===== src/rtl/prefetch_queue_if.sv =====
// Memory-side bus between the prefetch unit and the shared arbiter.
// The prefetch unit is the master (issues requests); the arbiter is the slave.
interface prefetch_queue_if #(
  parameter int unsigned ADDR_W  = 16,
  parameter int unsigned INSTR_W = 32
);
  logic               mem_req;
  logic [ADDR_W-1:0]  mem_addr;
  logic               mem_cack;
  logic               mem_ready;
  logic [INSTR_W-1:0] mem_data;

  modport master (
    output mem_req,
    output mem_addr,
    input  mem_cack,
    input  mem_ready,
    input  mem_data
  );

  modport slave (
    input  mem_req,
    input  mem_addr,
    output mem_cack,
    output mem_ready,
    output mem_data
  );
endinterface


===== src/rtl/prefetch_queue.sv =====
// Instruction prefetch queue: fetches sequential words from the arbiter into a
// DEPTH-entry FIFO, one request outstanding at a time. A redirect flushes the
// FIFO and restarts fetch; a response already in flight is discarded.

// Companion checker: a push must never land on a full FIFO, because a slot is
// reserved before every request is issued.
module prefetch_queue_chk #(
  parameter int unsigned DEPTH = 4,
  parameter int unsigned CW    = 3
) (
  input logic          clk,
  input logic          rst,
  input logic          push,
  input logic          pop,
  input logic [CW-1:0] count
);
  no_overflow_a: assert property (@(posedge clk) disable iff (!rst)
    push |-> ((count < CW'(DEPTH)) || pop));
endmodule

module prefetch_queue #(
  parameter int unsigned       ADDR_W     = 16,
  parameter int unsigned       INSTR_W    = 32,
  parameter int unsigned       DEPTH      = 4,
  parameter logic [ADDR_W-1:0] RESET_ADDR = {ADDR_W{1'b0}}
) (
  input  logic                   clk,
  input  logic                   rst,
  input  logic                   fetch_en,
  input  logic                   redirect,
  input  logic [ADDR_W-1:0]      redirect_addr,
  input  logic                   instr_take,
  output logic                   instr_valid,
  output logic [INSTR_W-1:0]     instr_out,
  output logic [ADDR_W-1:0]      instr_addr,
  output logic [$clog2(DEPTH):0] queue_level,
  prefetch_queue_if.master       mem
);

  localparam int unsigned PW = $clog2(DEPTH);
  localparam int unsigned CW = PW + 1;

  typedef enum logic [1:0] {
    IDLE    = 2'd0,
    REQ     = 2'd1,
    WAIT    = 2'd2,
    DISCARD = 2'd3
  } state_t;

  state_t             state;
  logic               req;
  logic [ADDR_W-1:0]  fetch_pc;
  logic [PW-1:0]      rd_ptr;
  logic [PW-1:0]      wr_ptr;
  logic [CW-1:0]      count;
  logic [ADDR_W-1:0]  fifo_addr [DEPTH];
  logic [INSTR_W-1:0] fifo_data [DEPTH];

  logic               pop;
  logic               push;
  logic [CW:0]        level_after;
  logic               issue_ok;
  logic [CW-1:0]      count_next;
  logic [PW-1:0]      rd_next;
  logic [PW-1:0]      wr_next;
  logic [ADDR_W-1:0]  head_addr_next;
  logic [INSTR_W-1:0] head_data_next;

  assign instr_valid  = (count != {CW{1'b0}});
  assign queue_level  = count;
  assign mem.mem_req  = req;
  assign mem.mem_addr = fetch_pc;

  // Push/pop decode, slot reservation and next FIFO bookkeeping; redirect wins over all.
  always_comb begin
    pop  = instr_take & instr_valid & ~redirect;
    push = 1'b0;
    if (redirect) begin
      push = 1'b0;
    end else if (state == REQ) begin
      push = mem.mem_cack & mem.mem_ready;
    end else if (state == WAIT) begin
      push = mem.mem_ready;
    end else begin
      push = 1'b0;
    end

    level_after = {1'b0, count} + (CW+1)'(push) - (CW+1)'(pop);
    issue_ok    = fetch_en & ~redirect & (level_after < (CW+1)'(DEPTH));

    if (redirect) begin
      count_next = {CW{1'b0}};
      rd_next    = {PW{1'b0}};
      wr_next    = {PW{1'b0}};
    end else begin
      count_next = level_after[CW-1:0];
      rd_next    = rd_ptr + PW'(pop);
      wr_next    = wr_ptr + PW'(push);
    end

    // The head register tracks whatever entry sits at the read pointer next cycle;
    // a push into an (effectively) empty FIFO goes straight to the head.
    head_addr_next = instr_addr;
    head_data_next = instr_out;
    if (redirect) begin
      head_addr_next = instr_addr;
      head_data_next = instr_out;
    end else if (push && (count == CW'(pop))) begin
      head_addr_next = fetch_pc;
      head_data_next = mem.mem_data;
    end else if (pop) begin
      head_addr_next = fifo_addr[rd_next];
      head_data_next = fifo_data[rd_next];
    end else begin
      head_addr_next = instr_addr;
      head_data_next = instr_out;
    end
  end

  // Fetch FSM with registered request strobe and fetch address.
  always_ff @(posedge clk or negedge rst) begin
    if (!rst) begin
      state    <= IDLE;
      req      <= 1'b0;
      fetch_pc <= RESET_ADDR;
    end else begin
      if (redirect) begin
        fetch_pc <= redirect_addr;
      end else if (push) begin
        fetch_pc <= fetch_pc + ADDR_W'(1'b1);
      end

      case (state)
        IDLE: begin
          if (issue_ok) begin
            state <= REQ;
            req   <= 1'b1;
          end
        end
        REQ: begin
          if (mem.mem_cack && mem.mem_ready) begin
            state <= IDLE;
            req   <= 1'b0;
          end else if (mem.mem_cack) begin
            state <= redirect ? DISCARD : WAIT;
            req   <= 1'b0;
          end else begin
            state <= REQ;
            req   <= 1'b1;
          end
        end
        WAIT: begin
          if (mem.mem_ready) begin
            state <= IDLE;
          end else if (redirect) begin
            state <= DISCARD;
          end
          req <= 1'b0;
        end
        DISCARD: begin
          if (mem.mem_ready) begin
            state <= IDLE;
          end
          req <= 1'b0;
        end
        default: begin
          state <= IDLE;
          req   <= 1'b0;
        end
      endcase
    end
  end

  // FIFO pointers, occupancy and registered head entry.
  always_ff @(posedge clk or negedge rst) begin
    if (!rst) begin
      rd_ptr     <= {PW{1'b0}};
      wr_ptr     <= {PW{1'b0}};
      count      <= {CW{1'b0}};
      instr_addr <= {ADDR_W{1'b0}};
      instr_out  <= {INSTR_W{1'b0}};
    end else begin
      rd_ptr     <= rd_next;
      wr_ptr     <= wr_next;
      count      <= count_next;
      instr_addr <= head_addr_next;
      instr_out  <= head_data_next;
    end
  end

  // FIFO storage; contents need no reset since occupancy gates their use.
  always_ff @(posedge clk) begin
    if (push) begin
      fifo_addr[wr_ptr] <= fetch_pc;
      fifo_data[wr_ptr] <= mem.mem_data;
    end
  end

  prefetch_queue_chk #(.DEPTH(DEPTH), .CW(CW)) u_chk (
    .clk   (clk),
    .rst   (rst),
    .push  (push),
    .pop   (pop),
    .count (count)
  );

endmodule

===== src/flat_wrapper.sv =====
// flat-port wrapper written by rule: the top's interface ports become plain ports
module prefetch_queue_flat 
#(
  parameter int unsigned       ADDR_W     = 16,
  parameter int unsigned       INSTR_W    = 32,
  parameter int unsigned       DEPTH      = 4,
  parameter logic [ADDR_W-1:0] RESET_ADDR = {ADDR_W{1'b0}}
)
  (clk, rst, fetch_en, redirect, redirect_addr, instr_take, instr_valid, instr_out, instr_addr, queue_level, mem_mem_req, mem_mem_addr, mem_mem_cack, mem_mem_ready, mem_mem_data);
  prefetch_queue_if #(.ADDR_W(ADDR_W), .INSTR_W(INSTR_W)) mem_i ();
  input  logic clk;
  input  logic rst;
  input  logic fetch_en;
  input  logic redirect;
  input  logic [ADDR_W-1:0] redirect_addr;
  input  logic instr_take;
  output logic instr_valid;
  output logic [INSTR_W-1:0] instr_out;
  output logic [ADDR_W-1:0] instr_addr;
  output logic [$clog2(DEPTH):0] queue_level;
  output wire logic [$bits(mem_i.mem_req)-1:0] mem_mem_req;
  output wire logic [$bits(mem_i.mem_addr)-1:0] mem_mem_addr;
  input wire logic [$bits(mem_i.mem_cack)-1:0] mem_mem_cack;
  input wire logic [$bits(mem_i.mem_ready)-1:0] mem_mem_ready;
  input wire logic [$bits(mem_i.mem_data)-1:0] mem_mem_data;
  assign mem_mem_req = mem_i.mem_req;
  assign mem_mem_addr = mem_i.mem_addr;
  assign mem_i.mem_cack = mem_mem_cack;
  assign mem_i.mem_ready = mem_mem_ready;
  assign mem_i.mem_data = mem_mem_data;
  prefetch_queue #(.ADDR_W(ADDR_W), .INSTR_W(INSTR_W), .DEPTH(DEPTH), .RESET_ADDR(RESET_ADDR)) u_core (.clk(clk), .rst(rst), .fetch_en(fetch_en), .redirect(redirect), .redirect_addr(redirect_addr), .instr_take(instr_take), .instr_valid(instr_valid), .instr_out(instr_out), .instr_addr(instr_addr), .queue_level(queue_level), .mem(mem_i));
endmodule

===== config.mk =====
export PLATFORM = sky130hd
export DESIGN_NAME = prefetch_queue_flat
export DESIGN_NICKNAME = d
export VERILOG_FILES = /design/src/rtl/prefetch_queue_if.sv /design/src/rtl/prefetch_queue.sv /design/src/flat_wrapper.sv
export SDC_FILE = /design/constraint.sdc
export NUM_CORES = 1
export LEC_CHECK = 0
export BUFFER_PORTS_ARGS = -buffer_cell sky130_fd_sc_hd__clkbuf_2
export CORE_MARGIN = 5
export CORE_UTILIZATION = 40
export DETAILED_ROUTE_END_ITERATION = 7
export GPL_TIMING_DRIVEN = 0
export SLEW_MARGIN = 20
export SYNTH_ARGS = -nofsm -noshare
export SYNTH_HDL_FRONTEND = slang
export SYNTH_SLANG_ARGS = --single-unit

===== constraint.sdc =====
create_clock -name clk -period 6 [get_ports clk]
set_input_delay 0.6 -clock clk [delete_from_list [all_inputs] [get_ports clk]]
set_output_delay 0.6 -clock clk [all_outputs]
set_load 0.1 [all_outputs]

-- After elaboration in Yosys (flattened, before gate mapping)
Memories as Yosys holds them, arrays and structs flattened.
Cells that the tools add are included.
Widths: inputs -> output; s select.
- $add $sub $neg: 5
- order comparisons: 1
- equality and inequality tests: 7
- mux-type cells: 26
- bitwise logic cells: 6
- reductions and logical operators: 9
- operators with widths (operator ; number):
    $mux 16 ; 4
    $mux 32 ; 2
    $add 16x1->16 const B ; 1
    $mux 2 ; 8
    $mux 1 ; 9
    $pmux 2 s4 ; 1
    $and 1x1->1 ; 5
    $add 2x1->2 ; 2
    $add 3x1->4 ; 1
    $eq 2x2->1 const B ; 2
    $lt 4x3->1 const B ; 1
    $reduce_bool 2->1 ; 2
    $sub 4x1->4 ; 1
    $eq 3x1->1 ; 1
    $mux 3 ; 1
    $ne 3x3->1 const B ; 1
    $pmux 1 s3 ; 1
    $reduce_and 3->1 ; 1
    $reduce_bool 3->1 ; 1
    $eq 2x1->1 const B ; 1
    $logic_and 1x1->1 ; 2
    $logic_not 2->1 ; 1
    $ne 2x1->1 const B ; 1
    $ne 2x2->1 const B ; 1
    other kinds (3) ; 3
- register bits: 74
- bits in writable memories: 192
- input bits: 55
- output and inout bits: 69
- logic and storage cells: 64
- memories kept: 2
- memory list (name ; words ; bits a word ; read ports ; clocked after Yosys merged registers in ; write ports ; line ; RTL):
    u_core.fifo_data ; 4 ; 32 ; 1 ; 0 ; 1 ; prefetch_queue.sv:57 ; logic [INSTR_W-1:0] fifo_data [DEPTH];
    u_core.fifo_addr ; 4 ; 16 ; 1 ; 0 ; 1 ; prefetch_queue.sv:56 ; logic [ADDR_W-1:0] fifo_addr [DEPTH];

-- Longest topological paths before layout
- depth after elaboration: 10
- gate-level depth with buffers: 10
- depth with buffers taken out: 9

-- Worst setup path before layout
OpenSTA, ideal clock, no wires.
- kind: in2reg
- start point: input mem_mem_cack
- end point: memory u_core.fifo_addr[2][0] (enable)
- setup time: 523 ps
- data arrival time: 4540 ps
- required time: 5477 ps
- setup slack: 937 ps
- stages on the path: 4
- buffers on the path: 1
- path through: and3b_1 -> buf_2 -> o21ai_4 -> nor3b_1
- cells in the longest elaborated chain, start to end: 5
- ends and longest elaborated chain (element ; line ; RTL):
    from (decl) ; flat_wrapper.sv:23 ; input wire logic [$bits(mem_i.mem_cack)-1:0] mem_mem_cack;
    $and 1x1->1 ; prefetch_queue.sv:81 ; push = mem.mem_cack & mem.mem_ready;
    $mux 1 ; prefetch_queue.sv:80 ; end else if (state == REQ) begin
    $mux 1 ; prefetch_queue.sv:78 ; if (redirect) begin
    $mux 1 ; prefetch_queue.sv:193 ; if (push) begin
    $mux 1 (implied by the code) ; prefetch_queue.sv:194 ; fifo_addr[wr_ptr] <= fetch_pc;
    to (decl) ; prefetch_queue.sv:56 ;
No other way between the ends.

-- Worst setup path after layout
- start point: register u_core.count[2], in the netlist u_core.queue_level[2]
- end point: register u_core.req, in the netlist u_core.mem.mem_req
- cells in the longest elaborated chain, start to end: 7
- elaborated cells on any way between the ends: 8
- classes of those cells: add/sub (2); order compare (1); eq/ne (1); bitwise (3); reduce/logical (1)
- ends and longest elaborated chain (element ; line ; RTL):
    from (decl) ; prefetch_queue.sv:55 ; logic [CW-1:0] count;
    from (signal assigned) ; prefetch_queue.sv:179 ; count <= {CW{1'b0}};
    from (signal assigned) ; prefetch_queue.sv:185 ; count <= count_next;
    parallel branches: the longest is 3 deep, another holds $add 3x1->4 ; n/a ;
    $sub 4x1->4 * ; prefetch_queue.sv:88 ; level_after = {1'b0, count} + (CW+1)'(push) - (CW+1)'(pop);
    $lt 4x3->1 * ; prefetch_queue.sv:89 ; issue_ok = fetch_en & ~redirect & (level_after < (CW+1)'(DEPTH));
    $and 1x1->1 * ; prefetch_queue.sv:89 ;
    $ne 2x1->1 (no source line) * ; n/a ;
    to (signal assigned) ; prefetch_queue.sv:124 ; req <= 1'b0;
    to (signal assigned) ; prefetch_queue.sv:137 ; req <= 1'b1;
    to (signal assigned) ; prefetch_queue.sv:143 ; req <= 1'b0;
    to (decl) ; prefetch_queue.sv:51 ; logic req;
Mark *: on every way between the ends.
A chain may end at the register's enable or synchronous reset.

==> key figures <==
Clocking
  – CTS tree: built
  – Worst skew pair latency: between 500 and 600 ps
  – CTS hold repair buffers: 0
  – Root Buffer: clkbuf_16
  – Clock buffer depth: 3
  – CTS Sinks: between 200 and 300
  – Post-cts resize count: 0
  – CTS H-tree depth: 1
  – Clk slew on worst S/H paths: approximately 60 ps
  – CTS buffer count: 28
  – Post-CTS setup buffer count: 0

Detailed routing
  – WL final: around 28,000 um
  – Number of remaining DRC errors: 0
  – Vias: ~7,000
  – Via-to-Cell Ratio: ~5.4
  – DRT iter0 DRCs: 498
  – Final ANT Viol Nets: 0
  – First-pass iteration count of the detailed router: 5
  – Routed length per instance: 21.3 um

Floorplan
  – Die H: 173 um
  – Rows: 59
  – Ports: 124
  – Core Footprint: 26,200 um^2
  – Die area: ~30,000 um^2
  – Die W: 173 um
  – Initial Utilization: between 40% and 50%

GRT
  – Vias in the first global route: 7,384
  – Initial antenna violation count: 0
  – Largest net degree at the start of global routing: 75
  – Grt total ovfl: 0
  – GRT Total Usage: about 18%
  – First-pass GRT wire length: between 40,000 and 50,000 um

Worst setup path
  – FF-to-FF path depth: 9
  – Setup crit start kind: flop
  – CP Capture Type: flop
  – R2r setup slk: about 3400 ps
  – Reg2reg end: u_core.mem.mem_req
  – CP Data Required Time: 6450 ps
  – Worst r2r src: u_core.queue_level[2]
  – CP Class: flop to flop
  – Max FO, Critical Path: 6
  – Worst Path Arrival: about 3000 ps

Yosys
  – Avg Inst Size Synth: between 10 and 15 um^2
  – Post-synth top area share: 54.0%
  – Largest cells by area after synthesis: edfxtp_1 54%, dfrtp_1 17%, nor2_1 4.3%
  – Cell area after synthesis: 10,700 um^2
  – Yosys warnings: 0
  – Post-synth ARST share: between 20% and 30%
  – Flops & latches, synth: 266
  – Top cells by count, synth: 192 x edfxtp_1, 123 x nor2_1, 90 x a21oi_1
  – Number of synthesized flops with an enable pin: 192
  – Most frequent cell after synthesis: edfxtp_1
  – Area leader, netlist: edfxtp_1
  – Gate Count Post-Synth: ~780
  – Seq/Total Area, Yosys: around 71%
  – Main combinational cell family by area after synthesis: compound AO/OA/AOI/OAI gates
  – Synth Flop Type: edfxtp_1
  – Synth cell types: 48
  – Mux cell area share after synthesis: under 10%
  – Xor/xnor share of the synthesized area: under 10%
  – Synth Area in Compound Gates: 13.3%
  – Simple-Gate Fraction of Synth Area: approximately 8.5%
  – Synth Area in Adders: less than 1%
  – Syn nets: 838

Timing
  – Finish-stage setup viols: 0
  – Fin. Hold Viols: 0
  – Final worst-path cycle share: approximately 43%
  – Setup TNS: 0 ps
  – Clock Skews: around 21 ps
  – Fin Hold WS: about 120 ps
  – Worst Setup Slack, final: between 3000 and 4000 ps
  – Max Clk Rate: about 390 MHz
  – Slew HR: a little under half
  – Slew Limit Fails: 0
  – Slew at the pin closest to its max-slew limit: approximately 800 ps
  – RSZ-0062 raised after global routing: no
  – Final min period: approximately 2600 ps

Min path
  – Hold crit path type: input port to asynchronous set/reset pin

Finish
  – Share of cells above drive strength 1: a little under a quarter
  – Layout area overhead: 21.0%
  – # nets final: between 1,000 and 1,500
  – Antenna cells: 0
  – Final instance area: 12,900 um^2
  – Core Util, Final: between 40% and 50%

Job
  – Max_cap viols: 0

Power and ir drop
  – Maximum vdd drop: approximately 0.00028 V
  – Lkg Pwr: about 4.9 nW
  – Power per cell area: between 500 and 600 nW/um^2

Placed design
  – Place WS: ~3100 ps
  – HPWL Detailed: between 15,000 and 20,000 um
  – DP Area: between 10,000 and 15,000 um^2
  – GP Congestion: between 0.7 and 0.8
  – I/O Buffers: between 100 and 150

Run status
  – Status: finished clean
logic make-up after synthesis:
family | Yosys count
DFF | 266
AOI/OAI and AO/OA | 207
and+or+nand+nor | 201
buffers and inverters | 57
xor gates and xnor gates | 20
muxes | 20
adders and majority gates | 6
per-stage QoR:
step / instances / power, mW
6_report: 1303 / 6.76
5_1_grt: 1303 / 7.01
4_1_cts: 1303 / 6.80
3_5_place_dp: 1251 / 4.98
3_3_place_gp: 1235 / 4.95
2_1_floorplan: 777 / 4.43
final cells by class:
class                      count  area (um^2)
buffer                        49          248
multi-input combinational    454         2810
sequential                   266         7620
clock inverter                11          175
tap                          335          419
clock buffer                  41          820
fill                        2286        13300
inverter                       8         30.0
timing repair buffer         139          808
placed cells by master, fill, tap and decap left out, drive strengths merged, types with 3 or more instances in the layout:
cell type | synthesis | final
a22oi | 3 | 3
nand3 | 5 | 5
o22a | 39 | 39
a21oi | 90 | 90
edfxtp | 192 | 192
bufinv | 0 | 4
mux2i | 20 | 20
o221ai | 47 | 47
nor2 | 124 | 124
nand4 | 6 | 6
xor2 | 6 | 6
dfrtp | 74 | 74
xnor2 | 14 | 14
nand2b | 5 | 5
and3 | 11 | 11
inv | 8 | 9
clkbuf | 21 | 185
nor3b | 3 | 3
clkinv | 0 | 5
nand2 | 22 | 22
nor2b | 6 | 6
nor3 | 7 | 7
o21ai | 20 | 20
ha | 5 | 5
buf | 28 | 44
how the worst max path moves through the flow:
stage,end,depth (start not counted),startpoint
3_3_place_gp,u_core.fifo_data[2][9],4,mem_mem_ready
2_1_floorplan,u_core.fifo_addr[2][0],4,mem_mem_cack
3_5_place_dp,u_core.fifo_data[2][9],7,mem_mem_ready
4_1_cts,u_core.mem.mem_req,9,u_core.queue_level[2]
6_report,u_core.mem.mem_req,9,u_core.queue_level[2]
5_1_grt,u_core.mem.mem_req,9,u_core.queue_level[2]
report_power, final:
group | leakage, nW | internal, mW | switching (mW) | total [mW]
combinational | 1.74 | 0.511 | 2.04 | 2.55
sequential | 2.63 | 2.21 | 0.166 | 2.38
clock | 0.488 | 1.12 | 0.707 | 1.83
sequential cells by signal, summed over array words and instances (netlist names):
register and cells:
u_core.instr_addr 16, u_core.mem.mem_addr 16, u_core.queue_level 3, u_core.fifo_data 128, u_core.state 2, u_core.instr_out 32, u_core.wr_ptr 2, u_core.mem.mem_req 1
u_core.rd_ptr 2, u_core.fifo_addr 64
routing by layer:
layer	share of wire (%)	track usage [%]	vias up
li1	-	-	3290
met1	45	25.2	3539
met2	48	29.9	166
met3	4.3	2.64	41
met4	2.0	4.52	0
met5	0	0	-
worst max-delay path, cell delays in order, from the launching register on:
cell and delay [ps]:
dfrtp_1 460, or3_1 380, buf_2 170, nand3_1 160, o21ai_0 130, ha_1 240
fa_1 390, xnor2_1 220, nand4b_1 190, a21oi_1 170
(Power assumes the default switching activity.)
